==> src/rtl/latch_ctrl_pkg.sv <==
// Shared definitions for the latch write controller: state encodings and
// the phase-counter width helper.
package latch_ctrl_pkg;

  localparam logic [2:0] ST_IDLE  = 3'd0;
  localparam logic [2:0] ST_SETUP = 3'd1;
  localparam logic [2:0] ST_PULSE = 3'd2;
  localparam logic [2:0] ST_HOLD  = 3'd3;
  localparam logic [2:0] ST_CHECK = 3'd4;

  typedef enum logic [2:0] {
    IDLE  = ST_IDLE,
    SETUP = ST_SETUP,
    PULSE = ST_PULSE,
    HOLD  = ST_HOLD,
    CHECK = ST_CHECK
  } state_t;

  // Width needed to hold the largest (phase length - 1), plus one spare bit.
  function automatic int cnt_width(input int s, input int p, input int h);
    int m;
    m = s;
    if (p > m) m = p;
    if (h > m) m = h;
    return $clog2(m) + 1;
  endfunction

endpackage

==> src/rtl/latch_phase_cnt.sv <==
// Loadable down-counter shared by the SETUP, PULSE and HOLD phases.
// Saturates at zero; zero flag is decoded from the count.
module latch_phase_cnt #(
  parameter int CW = 2
) (
  input  logic          clk,
  input  logic          rst_n,
  input  logic          load,
  input  logic [CW-1:0] load_val,
  output logic          zero
);

  logic [CW-1:0] cnt;

  // Load takes priority; otherwise count down and stop at zero.
  always_ff @(posedge clk or negedge rst_n) begin
    if (!rst_n) begin
      cnt <= '0;
    end else if (load) begin
      cnt <= load_val;
    end else if (cnt != '0) begin
      cnt <= cnt - CW'(1);
    end
  end

  assign zero = (cnt == '0);

endmodule

==> src/rtl/latch_write_ctrl.sv <==
// Write-side controller for a transparent D-latch bank: accepts a word,
// then drives setup -> enable pulse -> hold on lat_D/lat_En and pulses done.
// Optional readback compare is compiled in with LATCH_READBACK_EN.
module latch_write_ctrl #(
  parameter int WIDTH     = 8,
  parameter int SETUP_CYC = 1,
  parameter int PULSE_CYC = 2,
  parameter int HOLD_CYC  = 1
) (
  input  logic             clk,
  input  logic             rst_n,
  input  logic             in_valid,
  output logic             in_ready,
  input  logic [WIDTH-1:0] in_data,
  output logic [WIDTH-1:0] lat_D,
  output logic             lat_En,
  input  logic [WIDTH-1:0] lat_Q,
  output logic             done,
  output logic             err
);
  import latch_ctrl_pkg::*;

  localparam int CW = cnt_width(SETUP_CYC, PULSE_CYC, HOLD_CYC);

  if (WIDTH < 1) begin : g_bad_width
    $fatal(1, "latch_write_ctrl: WIDTH must be >= 1");
  end
  if (SETUP_CYC < 1) begin : g_bad_setup
    $fatal(1, "latch_write_ctrl: SETUP_CYC must be >= 1");
  end
  if (PULSE_CYC < 1) begin : g_bad_pulse
    $fatal(1, "latch_write_ctrl: PULSE_CYC must be >= 1");
  end
  if (HOLD_CYC < 1) begin : g_bad_hold
    $fatal(1, "latch_write_ctrl: HOLD_CYC must be >= 1");
  end

  state_t        state;
  logic          cnt_load;
  logic [CW-1:0] cnt_val;
  logic          cnt_zero;

  latch_phase_cnt #(
    .CW (CW)
  ) u_cnt (
    .clk      (clk),
    .rst_n    (rst_n),
    .load     (cnt_load),
    .load_val (cnt_val),
    .zero     (cnt_zero)
  );

  assign in_ready = (state == IDLE);

  // Reload the phase counter on every phase entry.
  always_comb begin
    cnt_load = 1'b0;
    cnt_val  = '0;
    case (state)
      IDLE: begin
        if (in_valid) begin
          cnt_load = 1'b1;
          cnt_val  = CW'(SETUP_CYC - 1);
        end
      end
      SETUP: begin
        if (cnt_zero) begin
          cnt_load = 1'b1;
          cnt_val  = CW'(PULSE_CYC - 1);
        end
      end
      PULSE: begin
        if (cnt_zero) begin
          cnt_load = 1'b1;
          cnt_val  = CW'(HOLD_CYC - 1);
        end
      end
      default: ;
    endcase
  end

  // Sequencer: lat_D loads only on accept, lat_En is a plain flop.
  always_ff @(posedge clk or negedge rst_n) begin
    if (!rst_n) begin
      state  <= IDLE;
      lat_D  <= '0;
      lat_En <= 1'b0;
      done   <= 1'b0;
    end else begin
      done <= 1'b0;
      case (state)
        IDLE: begin
          if (in_valid) begin
            lat_D <= in_data;
            state <= SETUP;
          end
        end
        SETUP: begin
          if (cnt_zero) begin
            lat_En <= 1'b1;
            state  <= PULSE;
          end
        end
        PULSE: begin
          if (cnt_zero) begin
            lat_En <= 1'b0;
            state  <= HOLD;
          end
        end
        HOLD: begin
          if (cnt_zero) begin
`ifdef LATCH_READBACK_EN
            state <= CHECK;
`else
            state <= IDLE;
            done  <= 1'b1;
`endif
          end
        end
        CHECK: begin
          state <= IDLE;
          done  <= 1'b1;
        end
        default: state <= IDLE;
      endcase
    end
  end

`ifdef LATCH_READBACK_EN
  logic err_flag;

  // Compare latch outputs with the written word during the CHECK cycle.
  always_ff @(posedge clk or negedge rst_n) begin
    if (!rst_n) begin
      err_flag <= 1'b0;
    end else begin
      err_flag <= (state == CHECK) && (lat_Q != lat_D);
    end
  end

  assign err = err_flag;
`else
  logic unused_lat_q;
  assign unused_lat_q = ^lat_Q;
  assign err = 1'b0;
`endif

endmodule

==> config.mk <==
export PLATFORM = sky130hd
export DESIGN_NAME = latch_write_ctrl
export DESIGN_NICKNAME = d
export VERILOG_FILES = /design/src/rtl/latch_ctrl_pkg.sv /design/src/rtl/latch_phase_cnt.sv /design/src/rtl/latch_write_ctrl.sv
export SDC_FILE = /design/constraint.sdc
export NUM_CORES = 1
export LEC_CHECK = 0
export CAP_MARGIN = 10
export CORE_MARGIN = 1
export CORE_UTILIZATION = 42
export DETAILED_ROUTE_END_ITERATION = 8
export GPL_TIMING_DRIVEN = 0
export PLACE_DENSITY = 0.81
export REMOVE_ABC_BUFFERS = 1
export SLEW_MARGIN = 25
export SYNTH_ARGS = -nofsm -noshare
export SYNTH_HDL_FRONTEND = slang
export SYNTH_SLANG_ARGS = --single-unit
==> constraint.sdc <==
create_clock -name clk -period 3.74 [get_ports clk]
set_input_delay 0.374 -clock clk [delete_from_list [all_inputs] [get_ports clk]]
set_output_delay 0.374 -clock clk [all_outputs]
set_load 0.1 [all_outputs]
After elaboration in Yosys (flattened, before gate mapping)
Index checks and enable logic that the tools add are counted.
{"block": "classes", "n_addsub": 1, "eq_ne": 8, "n_mux": 16, "reduce_logical": 9}
{"operator": "3-bit two-way mux", "count": 4}
{"operator": "3-bit one-hot mux with 4 select lines", "count": 1}
{"operator": "2-bit inequality test, second input constant", "count": 4}
{"operator": "3-bit by 2-bit == test with 1-bit output, second input constant", "count": 2}
{"operator": "1-bit two-way mux", "count": 6}
{"operator": "1-bit one-hot mux with 2 select lines", "count": 3}
{"operator": "2-bit nonzero test", "count": 3}
{"operator": "2-bit two-way mux", "count": 2}
{"operator": "4-bit AND reduction", "count": 1}
{"operator": "3-bit by 1-bit == test with 1-bit output, second input constant", "count": 1}
{"operator": "3-bit == test, second input constant", "count": 1}
{"operator": "3-bit zero test", "count": 1}
{"operator": "3-bit AND reduction", "count": 1}
{"operator": "2-bit zero test", "count": 1}
{"operator": "2-bit AND reduction", "count": 1}
{"operator": "2-bit OR reduction", "count": 1}
{"operator": "2-bit by 1-bit subtractor with 2-bit output, second input constant", "count": 1}
{"block": "word_totals", "ff_bits": 15, "inputBits": 19, "output_inout_bits": 12}

Longest topological paths before layout
Gate-level depths: netlist of run 1.
{"block": "depth", "depth_word": 4, "mapped_depth": 5}

Cells and area by module
From an unflattened synthesis of run 1, not the netlist that was laid out.
{"block": "unflattened", "hier_cells": 54, "hier_area_um2": 678.2}
{"mod": "latch_write_ctrl", "instances": 1, "cells_each": 42, "area_each_um2": 564.3, "seq_area_each_um2": 300.3}
{"mod": "latch_phase_cnt", "instances": 1, "cells_each": 12, "area_each_um2": 113.9, "seq_area_each_um2": 50.0}

Worst setup path after synthesis of run 1
No wires, ideal clock.
{"block": "synth_path", "path_kind": "register to register", "from": "register state[0]", "to": "register state[1]", "setup_ps": 125, "arrival_ps": 1942, "t_required_ps": 3615, "setup_slack_ps": 1673, "path_stages_with_launch": 6, "period_less_slack_ps": 2067, "path_cell_list": "dfrtp_1 -> inv_1 -> ha_1 -> inv_1 -> o22ai_2 -> mux2_4"}
{"block": "synth_between", "elab_chain_len": 3, "elab_cells_between_ends": 10, "classes_between": "eq/ne: 7; mux: 1; reduce/logical: 2"}
{"item": "from (decl)", "line": "latch_write_ctrl.sv:38", "source": "state_t state;"}
{"item": "from (signal assigned)", "line": "latch_write_ctrl.sv:85", "source": "state <= IDLE;"}
{"item": "from (signal assigned)", "line": "latch_write_ctrl.sv:95", "source": "state <= SETUP;"}
{"item": "from (signal assigned)", "line": "latch_write_ctrl.sv:101", "source": "state <= PULSE;"}
{"item": "3-bit zero test (*)"}
{"item": "named net in_ready", "line": "latch_write_ctrl.sv:13", "source": "output logic in_ready,"}
{"item": "2-bit inequality test (no source line)"}
{"item": "4-bit AND reduction (no source line)"}
Mark *: on every way through the listed nets, which the timed path passes. The rest lies on a longest branch.
A chain may end at the register's enable or synchronous reset.

Final worst setup path of run 1
{"block": "layout_path", "from": "register state[1]", "to": "output in_ready"}
{"block": "layout_between", "elab_chain_len": 1}
{"item": "3-bit zero test", "line": "latch_write_ctrl.sv:53", "source": "assign in_ready = (state == IDLE);"}
{"item": "to (decl)", "line": "latch_write_ctrl.sv:13"}
No other way between the ends.

==> reports/summary.txt, run 1 <==
OUTCOME
------------------------------------------------------------------------------
Status                                                               completed

SYNTHESIS
------------------------------------------------------------------------------
Number of instances in the synthesized netlist                              53
Synth area leaders                                                dfrtp_1 52%, mux2_2 13%, ha_1 13%
Share of the yosys chip area belonging to registers                      0.516
Average instance area after synthesis                                 12.8 µm²
Number of distinct library cells after synthesis                            17
Count of warnings emitted by yosys                                           0
Netlist area before placement                                          679 µm²
Post-synthesis cell type with the largest combined area                dfrtp_1
Number of synthesized register bits                                         14
Share of the synthesized area in the top cell type                       0.516

STA
------------------------------------------------------------------------------
Post-route fraction of the period consumed by the critical path          0.666
Worst-margin pin slew                                                 0.969 ns
Setup-failing EPs final                                                      0
Aggregate negative setup slack                                            0 ns
Final period demand of the worst path                                  2.49 ns
Fin Hold WS                                                           0.484 ns
RSZ-0062 raised after global routing                                     false
Clock skew after layout                                            0.000988 ns
Worst slew slack as a fraction of its limit                              0.352
Fin. Hold Viols                                                              0
Pins over their slew limit                                                   0
Achievable clock frequency                                             401 MHz

FLOORPLAN
------------------------------------------------------------------------------
Die span in y                                                          42.2 µm
I/O pin total                                                               31
Chip Width                                                             42.2 µm
Std-Cell Core Area                                                    1510 µm²
Starting density of the core                                             0.451
Rows                                                                        14
Die ar.                                                               1780 µm²

FINISH
------------------------------------------------------------------------------
Post-Route Utilization                                                   0.614
Leading cell type in the layout, fill and taps excluded           clkdlybuf4s50_1
Sequential cell area                                                   350 µm²
Area of combinational cells with multiple inputs                       303 µm²
Highest-count cells in the layout ignoring fill and taps          21 x clkdlybuf4s50_1, 14 x dfrtp_1, 8 x mux2_2
Fill cell count                                                            121
Share of layout cells above drive strength 1                             0.197
Area grow syn2layout                                                     36.1%
Final layout net count                                                     104
Antenna Diode Count                                                          0

CLOCK NETWORK
------------------------------------------------------------------------------
Post-cts sizing count                                                        0
Clock-pin transition on the worst setup and hold timing paths          0.08 ns
Clock latency on the worst-skew pair                                   0.27 ns
Post-CTS setup repair buffer count                                           0
Sink Count                                                                  14
Root Buffer Master                                                    clkbuf_4
CTS Buf Count                                                                3
Maximum level of the CTS H-tree                                              1
Maximum clock insertion buffer count                                         2
CTS hold repair buffers                                                      0
TritonCTS clock tree                                                       yes

JOB
------------------------------------------------------------------------------
Number of violations of the max-capacitance limit                            0

WORST SETUP PATH
------------------------------------------------------------------------------
Crit path capture type                                            primary output
WS Path Type                                                           reg2out
Critical Path Source Type                                            flip-flop
Required time at the worst-slack endpoint                              3.37 ns
Signal arrival time at the worst endpoint                              2.12 ns
Critical path peak fanout                                                    4

GRT
------------------------------------------------------------------------------
Overflow left after global routing                                           0
Global-route wire length before repair                                 2080 µm
Initial antenna violation count                                              0
Global-route track usage on met3                                        0.0474
Most used routing layer                                                   met2
Met1 Usage GRT                                                           0.193
Pin count of the biggest net entering global routing                        15
Global Route met2 Usage                                                  0.255
Via count of the first global-routing pass                                 500
All-layer global routing usage                                           0.158

ROUTE
------------------------------------------------------------------------------
Vias per std cell                                                         5.02
Vias after detailed routing                                                462
Drt first pass iters                                                         3
Per-cell routed wire length                                            12.4 µm
Routed wire length                                                     1140 µm
# DRC                                                                        0
Number of DRC violations after detailed-routing iteration 0                  2
Antenna-violating nets left                                                  0

PLACEMENT
------------------------------------------------------------------------------
HPWL after detailed placement                                           862 µm
GPL Wtd Cong                                                             0.807
Number of I/O port buffers                                                  21

HOLD PATH
------------------------------------------------------------------------------
Path class of the lowest-slack min-delay path                         in2async

path summary, 6_finish.rpt:
check | startpoint | endpoint | slack, ns | cells after the start
worst max-delay path | state[1] | in_ready | 1.25 | 3
max in group asynchronous | rst_n | lat_En | 2.86 | 1
worst max register to register | state[1] | state[1] | 2.30 | 5
min in group clk | lat_D[5] | lat_D[5] | 0.51 | 1
worst min register to register | lat_D[5] | lat_D[5] | 0.51 | 1
worst min-delay path | rst_n | lat_D[5] | 0.48 | 1
state kept, by name (all words and copies together) (netlist names):
register,cells
lat_D,8
done,1
lat_En,1
state,2
u_cnt.cnt,2
cell type report:
cell class / instances / share of cell area
Inverter: 5 / 0.0203
Sequential cell: 14 / 0.379
Multi-Input combinational cell: 33 / 0.327
Timing Repair Buffer: 21 / 0.227
Tap cell: 16 / 0.0217
Clock buffer: 3 / 0.0244
metal layers:
| metal | routed length (µm) | part of all wire | vias to the layer above |
|---|---|---|---|
| met2 | 536 | 0.47 | 19 |
| met4 | 21 | 0.018 | 0 |
| li1 | - | - | 224 |
| met1 | 496 | 0.44 | 215 |
| met3 | 83 | 0.073 | 4 |
| met5 | 0 | 0 | - |
critical path, stage by stage, from the launching register on:
cell,delay [ns]
dfrtp_1,0.43
inv_1,0.12
ha_1,0.17
clkdlybuf4s50_1,1.13
cell usage after synthesis:
library cell   n
conb_1         1
o21bai_1       1
mux2i_1        2
buf_4          1
nor2_1         2
nand2_2        1
xor2_1         1
mux2_2         8
o22ai_2        1
inv_1          5
ha_1           7
nor3_2         1
and2_1         1
nand2_1        2
dfrtp_1       14
a21oi_1        4
mux2_4         1
through the flow:
step,worst slack [ns],cells,cell area [µm²]
final,1.25,92,925
after global routing,1.15,92,925
after CTS,1.24,92,925
after detailed placement,1.55,89,902
after global placement,1.56,89,902
after floorplan,1.67,52,672
cell families after synthesis:
group / after synthesis / synth area share
adder cells (fa/ha/maj): 7 / 0.129
other: 1 / 0.00552
flip-flops: 14 / 0.516
AND/OR/NAND/NOR: 7 / 0.0553
buffers and inverters: 6 / 0.0387
XOR/XNOR: 1 / 0.0129
AO/OA/AOI/OAI: 6 / 0.0589
multiplexers: 11 / 0.184
Power of run 1 is left out: the tool's default activity adds up to more than one toggle a clock period on the data nets, which glitch-free logic cannot reach.
==> run 2, diff against run 1 <==
--- a/config.mk
+++ b/config.mk
@@ -6,11 +6,12 @@
 export NUM_CORES = 1
 export LEC_CHECK = 0
 export CAP_MARGIN = 10
+export CORE_ASPECT_RATIO = 1.25
 export CORE_MARGIN = 1
-export CORE_UTILIZATION = 42
+export CORE_UTILIZATION = 36
 export DETAILED_ROUTE_END_ITERATION = 8
 export GPL_TIMING_DRIVEN = 0
-export PLACE_DENSITY = 0.81
+export PLACE_DENSITY = 0.74
 export REMOVE_ABC_BUFFERS = 1
 export SLEW_MARGIN = 25
 export SYNTH_ARGS = -nofsm -noshare
==> constraint.sdc (replaced) <==
create_clock -name clk -period 2.14 [get_ports clk]
set_input_delay 0.214 -clock clk [delete_from_list [all_inputs] [get_ports clk]]
set_output_delay 0.214 -clock clk [all_outputs]
set_load 0.1 [all_outputs]
==> run 2 against run 1 <==
Effect of this change:
- clock skew up 0.0022 ns
- die area up 16%
- global-route usage decreased by 1.1 points
- non-clock buffer count stayed put
- clock-buffer cell count stayed put
- routed wire length is 5.0% higher
- worst hold slack lost 0.17 ns
- final cell count up 3.3%
- setup slack got worse by 1.1 ns
- first-iteration DRC count unchanged
- sequential share of layout area is 0.15 points lower
- flip-flop and latch count unchanged
==> reports/summary.txt, run 2 (same netlist as run 1, synthesis figures left out) <==
STA
---------------------------------------------------------------------------------
Worst-margin pin slew                                                    0.973 ns   was 0.969 ns
Fin. Hold Viols                                                                 0   unchanged
Aggregate negative setup slack                                               0 ns   unchanged
Setup-failing EPs final                                                         0   unchanged
Pins over their slew limit                                                      0   unchanged
RSZ-0062 raised after global routing                                        false   unchanged
Achievable clock frequency                                                493 MHz
Clock skew after layout                                                0.00320 ns   was 0.000988 ns
Worst slew slack as a fraction of its limit                                 0.350   was 0.352
Post-route fraction of the period consumed by the critical path             0.948
Final period demand of the worst path                                     2.03 ns

PLACEMENT
---------------------------------------------------------------------------------
GPL Wtd Cong                                                                0.752   was 0.807
Post-placement cell count                                                      92   was 89
HPWL after detailed placement                                              920 µm   was 862 µm
Number of I/O port buffers                                                     21   unchanged

ROUTE
---------------------------------------------------------------------------------
Drt first pass iters                                                            4   was 3
Vias per std cell                                                            4.80   was 5.02
# DRC                                                                           0   unchanged
Routed wire length                                                        1190 µm   was 1140 µm
Vias after detailed routing                                                   456   was 462
Per-cell routed wire length                                               12.6 µm   was 12.4 µm
Antenna-violating nets left                                                     0   unchanged
Number of DRC violations after detailed-routing iteration 0                     2   unchanged

WORST SETUP PATH
---------------------------------------------------------------------------------
Crit path capture type                                               primary output   unchanged
Critical path, cell by cell                                          inv_1, ha_1, clkdlybuf4s15_1   was inv_1, ha_1, clkdlybuf4s50_1
Required time at the worst-slack endpoint                                 1.93 ns   was 3.37 ns
Signal arrival time at the worst endpoint                                 1.81 ns   was 2.12 ns
Number of buffer and inverter instances along the worst setup path              2   unchanged
Slowest CP cell                                                      clkdlybuf4s15_1   was clkdlybuf4s50_1
Reg-to-reg critical path endpoint                                        state[1]   unchanged
Critical Path Source Type                                               flip-flop   unchanged
Dominant delay contributor by cell family on the critical path       buffers and inverters   unchanged
Crit Reg-Reg Startpoint                                                  state[1]   unchanged
Reg-to-reg slack, setup                                                   0.70 ns   was 2.30 ns
Number of cell instances on the worst register-to-register path                 5   unchanged
Critical path peak fanout                                                       4   unchanged
Crit-path max cell delay                                                  0.82 ns   was 1.13 ns
WS Path Type                                                              reg2out   unchanged

FINISH
---------------------------------------------------------------------------------
Highest-count cells in the layout ignoring fill and taps             20 x clkdlybuf4s50_1, 14 x dfrtp_1, 8 x mux2_2   was 21 x clkdlybuf4s50_1, 14 x dfrtp_1, 8 x mux2_2
Finished Layout Cells                                                          95   was 92
Fill cell count                                                               153   was 121
Area grow syn2layout                                                        36.6%   was 36.1%
Antenna Diode Count                                                             0   unchanged
Number of flip-flops under the largest register name                            8   unchanged
Leading cell type in the layout, fill and taps excluded              clkdlybuf4s50_1   unchanged
Share of layout cells above drive strength 1                                0.197   unchanged
Final layout net count                                                        104   unchanged
Largest Register                                                            lat_D   unchanged
Biggest registers after layout                                       lat_D (8), state (2), u_cnt.cnt (2)   unchanged

FLOORPLAN
---------------------------------------------------------------------------------
Rows                                                                           17   was 14
Starting density of the core                                                0.385   was 0.451
Std-Cell Core Area                                                       1770 µm²   was 1510 µm²
Die span in y                                                             50.6 µm   was 42.2 µm
Die ar.                                                                  2070 µm²   was 1780 µm²
I/O pin total                                                                  31   unchanged
Chip Width                                                                40.9 µm   was 42.2 µm

CLOCK NETWORK
---------------------------------------------------------------------------------
Maximum level of the CTS H-tree                                                 1   unchanged
Post-CTS setup repair buffer count                                              0   unchanged
Maximum clock insertion buffer count                                            2   unchanged
Clock latency on the worst-skew pair                                      0.28 ns   was 0.27 ns
Root Buffer Master                                                       clkbuf_4   unchanged
TritonCTS clock tree                                                          yes   unchanged
Clock-pin transition on the worst setup and hold timing paths             0.08 ns   about the same
Sink Count                                                                     14   unchanged
CTS Buf Count                                                                   3   unchanged
CTS hold repair buffers                                                         0   unchanged

GRT
---------------------------------------------------------------------------------
All-layer global routing usage                                              0.147   was 0.158
Global-route wire length before repair                                    1930 µm   was 2080 µm
Pin count of the biggest net entering global routing                           15   unchanged
Via count of the first global-routing pass                                    470   was 500
Initial antenna violation count                                                 0   unchanged
Overflow left after global routing                                              0   unchanged

JOB
---------------------------------------------------------------------------------
Number of violations of the max-capacitance limit                               0   unchanged

OUTCOME
---------------------------------------------------------------------------------
Status                                                                  completed   unchanged

HOLD PATH
---------------------------------------------------------------------------------
Path class of the lowest-slack min-delay path                            in2async   unchanged

==> run 2: final cells by class <==
| cell class | instances | area (µm²) | share of cell area |
|---|---|---|---|
| inverters | 5 | 18.8 | 0.0202 |
| clock buffers | 3 | 22.5 | 0.0243 |
| repair buffers | 21 | 210 | 0.226 |
| multi-input cells | 33 | 303 | 0.326 |
| well taps | 19 | 23.8 | 0.0256 |
| flip-flops and latches | 14 | 350 | 0.377 |
==> run 2: worst max path at each step <==
stage / from / endpoint / slack (ns) / depth (start not counted)
after floorplan: state[0] / state[1] / 0.07 / 5
after CTS: state[1] / in_ready / 0.07 / 3
after detailed placement: state[1] / in_ready / 0.11 / 3
after global placement: state[1] / in_ready / 0.12 / 3
final: state[1] / in_ready / 0.11 / 3
after global routing: state[1] / in_ready / 0.02 / 3
==> run 2: routing by layer <==
metal | global-route usage | share of wire
met5 | 0 | 0
met2 | 0.224 | 0.51
met3 | 0.0398 | 0.070
met4 | 0.117 | 0.034
met1 | 0.159 | 0.39
==> run 2: repair_timing <==
action,4_1_cts,5_1_grt
gates resized for setup,1,1
pin swaps,0,0
endpoints found under the setup margin,1,1
==> run 2: per-stage QoR <==
step	utilization	setup slack [ns]	area, µm²	hold WS (ns)
after floorplan	-	0.0732	672	-0.0816
after global placement	0.513	0.117	906	0.486
after detailed placement	0.513	0.109	906	0.491
after CTS	0.525	0.0688	927	0.340
after global routing	0.526	0.0211	928	0.364
final	0.526	0.112	928	0.313
Power of run 2 is left out for the same reason.
==> run 3, diff against run 2 <==
==> constraint.sdc (replaced) <==
create_clock -name clk -period 1.8 [get_ports clk]
set_input_delay 0.18 -clock clk [delete_from_list [all_inputs] [get_ports clk]]
set_output_delay 0.18 -clock clk [all_outputs]
set_load 0.1 [all_outputs]
==> run 3 against run 2 <==
Effect of this change:
- via count up 0.22%
- non-clock buffer count stayed put
- setup slack got worse by 0.027 ns
- register-to-register slack got worse by 0.34 ns
- sequential share of layout area increased by 0.52 points
- die area unchanged
- global-route usage fell by 0.085 points
- critical path type unchanged
- highest routed layer unchanged
==> reports/summary.txt, run 3 (same netlist as run 1, synthesis figures left out) <==
OUTCOME
---------------------------------------------------------------------------------
Status                                                                  completed   unchanged

STA
---------------------------------------------------------------------------------
RSZ-0062 raised after global routing                                        false   unchanged
Achievable clock frequency                                                583 MHz
Fin. Hold Viols                                                                 0   unchanged
Pins over their slew limit                                                      0   unchanged
Post-route fraction of the period consumed by the critical path             0.952
Fin worst setup slack                                                   0.0857 ns   was 0.112 ns
Setup-failing EPs final                                                         0   unchanged
Worst slew slack as a fraction of its limit                                 0.361   was 0.350
Aggregate negative setup slack                                               0 ns   unchanged
Final period demand of the worst path                                     1.71 ns
Clock skew after layout                                                0.00319 ns   was 0.00320 ns
Worst-margin pin slew                                                    0.963 ns   was 0.973 ns

WORST SETUP PATH
---------------------------------------------------------------------------------
Signal arrival time at the worst endpoint                                 1.53 ns   was 1.81 ns
WS Path Type                                                              reg2out   unchanged
Number of stages on the worst setup path                                        3   unchanged
Reg-to-reg critical path endpoint                                        state[1]   unchanged
Number of cell instances on the worst register-to-register path                 5   unchanged
Required time at the worst-slack endpoint                                 1.62 ns   was 1.93 ns
Number of buffer and inverter instances along the worst setup path              2   unchanged
Dominant delay contributor by cell family on the critical path       buffers and inverters   unchanged
Critical path peak fanout                                                       4   unchanged
Slowest CP cell                                                      clkdlybuf4s18_2   was clkdlybuf4s15_1
Critical path launch point                                               state[1]   unchanged
Reg-to-reg slack, setup                                                   0.36 ns   was 0.70 ns
Crit path capture type                                               primary output   unchanged
Critical Path Source Type                                               flip-flop   unchanged
Critical path, cell by cell                                          inv_1, ha_1, clkdlybuf4s18_2   was inv_1, ha_1, clkdlybuf4s15_1
Crit-path max cell delay                                                  0.54 ns   was 0.82 ns
Crit Reg-Reg Startpoint                                                  state[1]   unchanged

CLOCK NETWORK
---------------------------------------------------------------------------------
Root Buffer Master                                                       clkbuf_4   unchanged
Sink Count                                                                     14   unchanged
TritonCTS clock tree                                                          yes   unchanged
Maximum level of the CTS H-tree                                                 1   unchanged
Clock latency on the worst-skew pair                                      0.28 ns   about the same
Maximum clock insertion buffer count                                            2   unchanged
Post-CTS setup repair buffer count                                              0   unchanged
CTS Buf Count                                                                   3   unchanged
Clock-pin transition on the worst setup and hold timing paths             0.08 ns   about the same

FINISH
---------------------------------------------------------------------------------
Area grow syn2layout                                                        34.8%   was 36.6%
Fill cell count                                                               165   was 153
Post-Route Utilization                                                      0.519   was 0.526
Final layout net count                                                        104   unchanged
Final non-filler cell area                                                916 µm²   was 928 µm²
Biggest registers after layout                                       lat_D (8), state (2), u_cnt.cnt (2)   unchanged
Largest Register                                                            lat_D   unchanged
Highest-count cells in the layout ignoring fill and taps             14 x dfrtp_1, 10 x clkdlybuf4s50_1, 10 x dlygate4sd2_1   was 20 x clkdlybuf4s50_1, 14 x dfrtp_1, 8 x mux2_2
Share of layout cells above drive strength 1                                0.211   was 0.197
Antenna Diode Count                                                             0   unchanged
Number of flip-flops under the largest register name                            8   unchanged
Leading cell type in the layout, fill and taps excluded                   dfrtp_1   was clkdlybuf4s50_1

FLOORPLAN
---------------------------------------------------------------------------------
Std-Cell Core Area                                                       1770 µm²   unchanged
Die ar.                                                                  2070 µm²   unchanged
Chip Width                                                                40.9 µm   unchanged
Die span in y                                                             50.6 µm   unchanged
Rows                                                                           17   unchanged
Starting density of the core                                                0.385   unchanged
I/O pin total                                                                  31   unchanged

PLACEMENT
---------------------------------------------------------------------------------
Post-Place Cell Area                                                      906 µm²   unchanged
HPWL after detailed placement                                              920 µm   unchanged
Number of I/O port buffers                                                     21   unchanged
Setup WS pre-CTS                                                        -0.197 ns   was 0.109 ns
GPL Wtd Cong                                                                0.752   unchanged

GRT
---------------------------------------------------------------------------------
Via count of the first global-routing pass                                    468   was 470
All-layer global routing usage                                              0.146   was 0.147
Pin count of the biggest net entering global routing                           15   unchanged
Initial antenna violation count                                                 0   unchanged
Overflow left after global routing                                              0   unchanged
Global-route wire length before repair                                    1920 µm   was 1930 µm

ROUTE
---------------------------------------------------------------------------------
Drt first pass iters                                                            4   unchanged
Vias per std cell                                                            4.81   was 4.80
Routed wire length                                                        1190 µm   about the same
# DRC                                                                           0   unchanged
Vias after detailed routing                                                   457   was 456
Per-cell routed wire length                                               12.5 µm   was 12.6 µm
Number of DRC violations after detailed-routing iteration 0                     2   unchanged
Antenna-violating nets left                                                     0   unchanged

HOLD PATH
---------------------------------------------------------------------------------
Path class of the lowest-slack min-delay path                            in2async   unchanged

JOB
---------------------------------------------------------------------------------
Number of violations of the max-capacitance limit                               0   unchanged

-- run 3: cell types whose count changed in the layout (fill, tap and decap cells not counted), sizes merged --
| cell | change |
|---|---|
| dlygate4sd2 | +10 |
| clkdlybuf4s50 | -10 |
| clkdlybuf4s15 | -1 |
| clkdlybuf4s18 | +1 |
-- run 3: layout make-up --
type | count | area (µm²) | area share
multi-input cells | 33 | 303 | 0.331
repair buffers | 21 | 198 | 0.216
flip-flops and latches | 14 | 350 | 0.383
clock buffers | 3 | 22.5 | 0.0246
inverters | 5 | 18.8 | 0.0205
well taps | 19 | 23.8 | 0.0260
-- run 3: how the worst max path moves through the flow --
stage          slack [ns]        to
2_1_floorplan       -0.27  state[1]
3_3_place_gp        -0.19  in_ready
3_5_place_dp        -0.20  in_ready
4_1_cts              0.06  in_ready
5_1_grt           0.00003  in_ready
6_report             0.09  in_ready
-- run 3: timing repair --
action                                 4_1_cts  5_1_grt
setup endpoints to repair                   11        1
resized for setup                           13        1
hold buffers                                 0        0
endpoints found under the hold margin        0        0
-- run 3: per-stage QoR --
step	instances	hold WS, ns
4_1_cts	95	0.306
3_5_place_dp	92	0.491
3_3_place_gp	92	0.486
6_report	95	0.279
2_1_floorplan	52	-0.116
5_1_grt	95	0.330
-- run 3: worst register-to-register path: stages (launching register included) --
cell and delay, ns:
dfrtp_1 0.41, inv_1 0.10, ha_1 0.22, nor3_2 0.17, o22ai_2 0.12, mux2_4 0.31
-- run 3: metal layers --
metal  part of all wire  track usage  routed length [µm]  up-vias
li1                   -            -                   -      220
met5                  0            0                   0        -
met3              0.072       0.0398                  86        4
met4              0.034        0.117                  40        0
met1               0.39        0.156                 459      214
met2               0.51        0.224                 606       19
Power of run 3 is left out for the same reason.
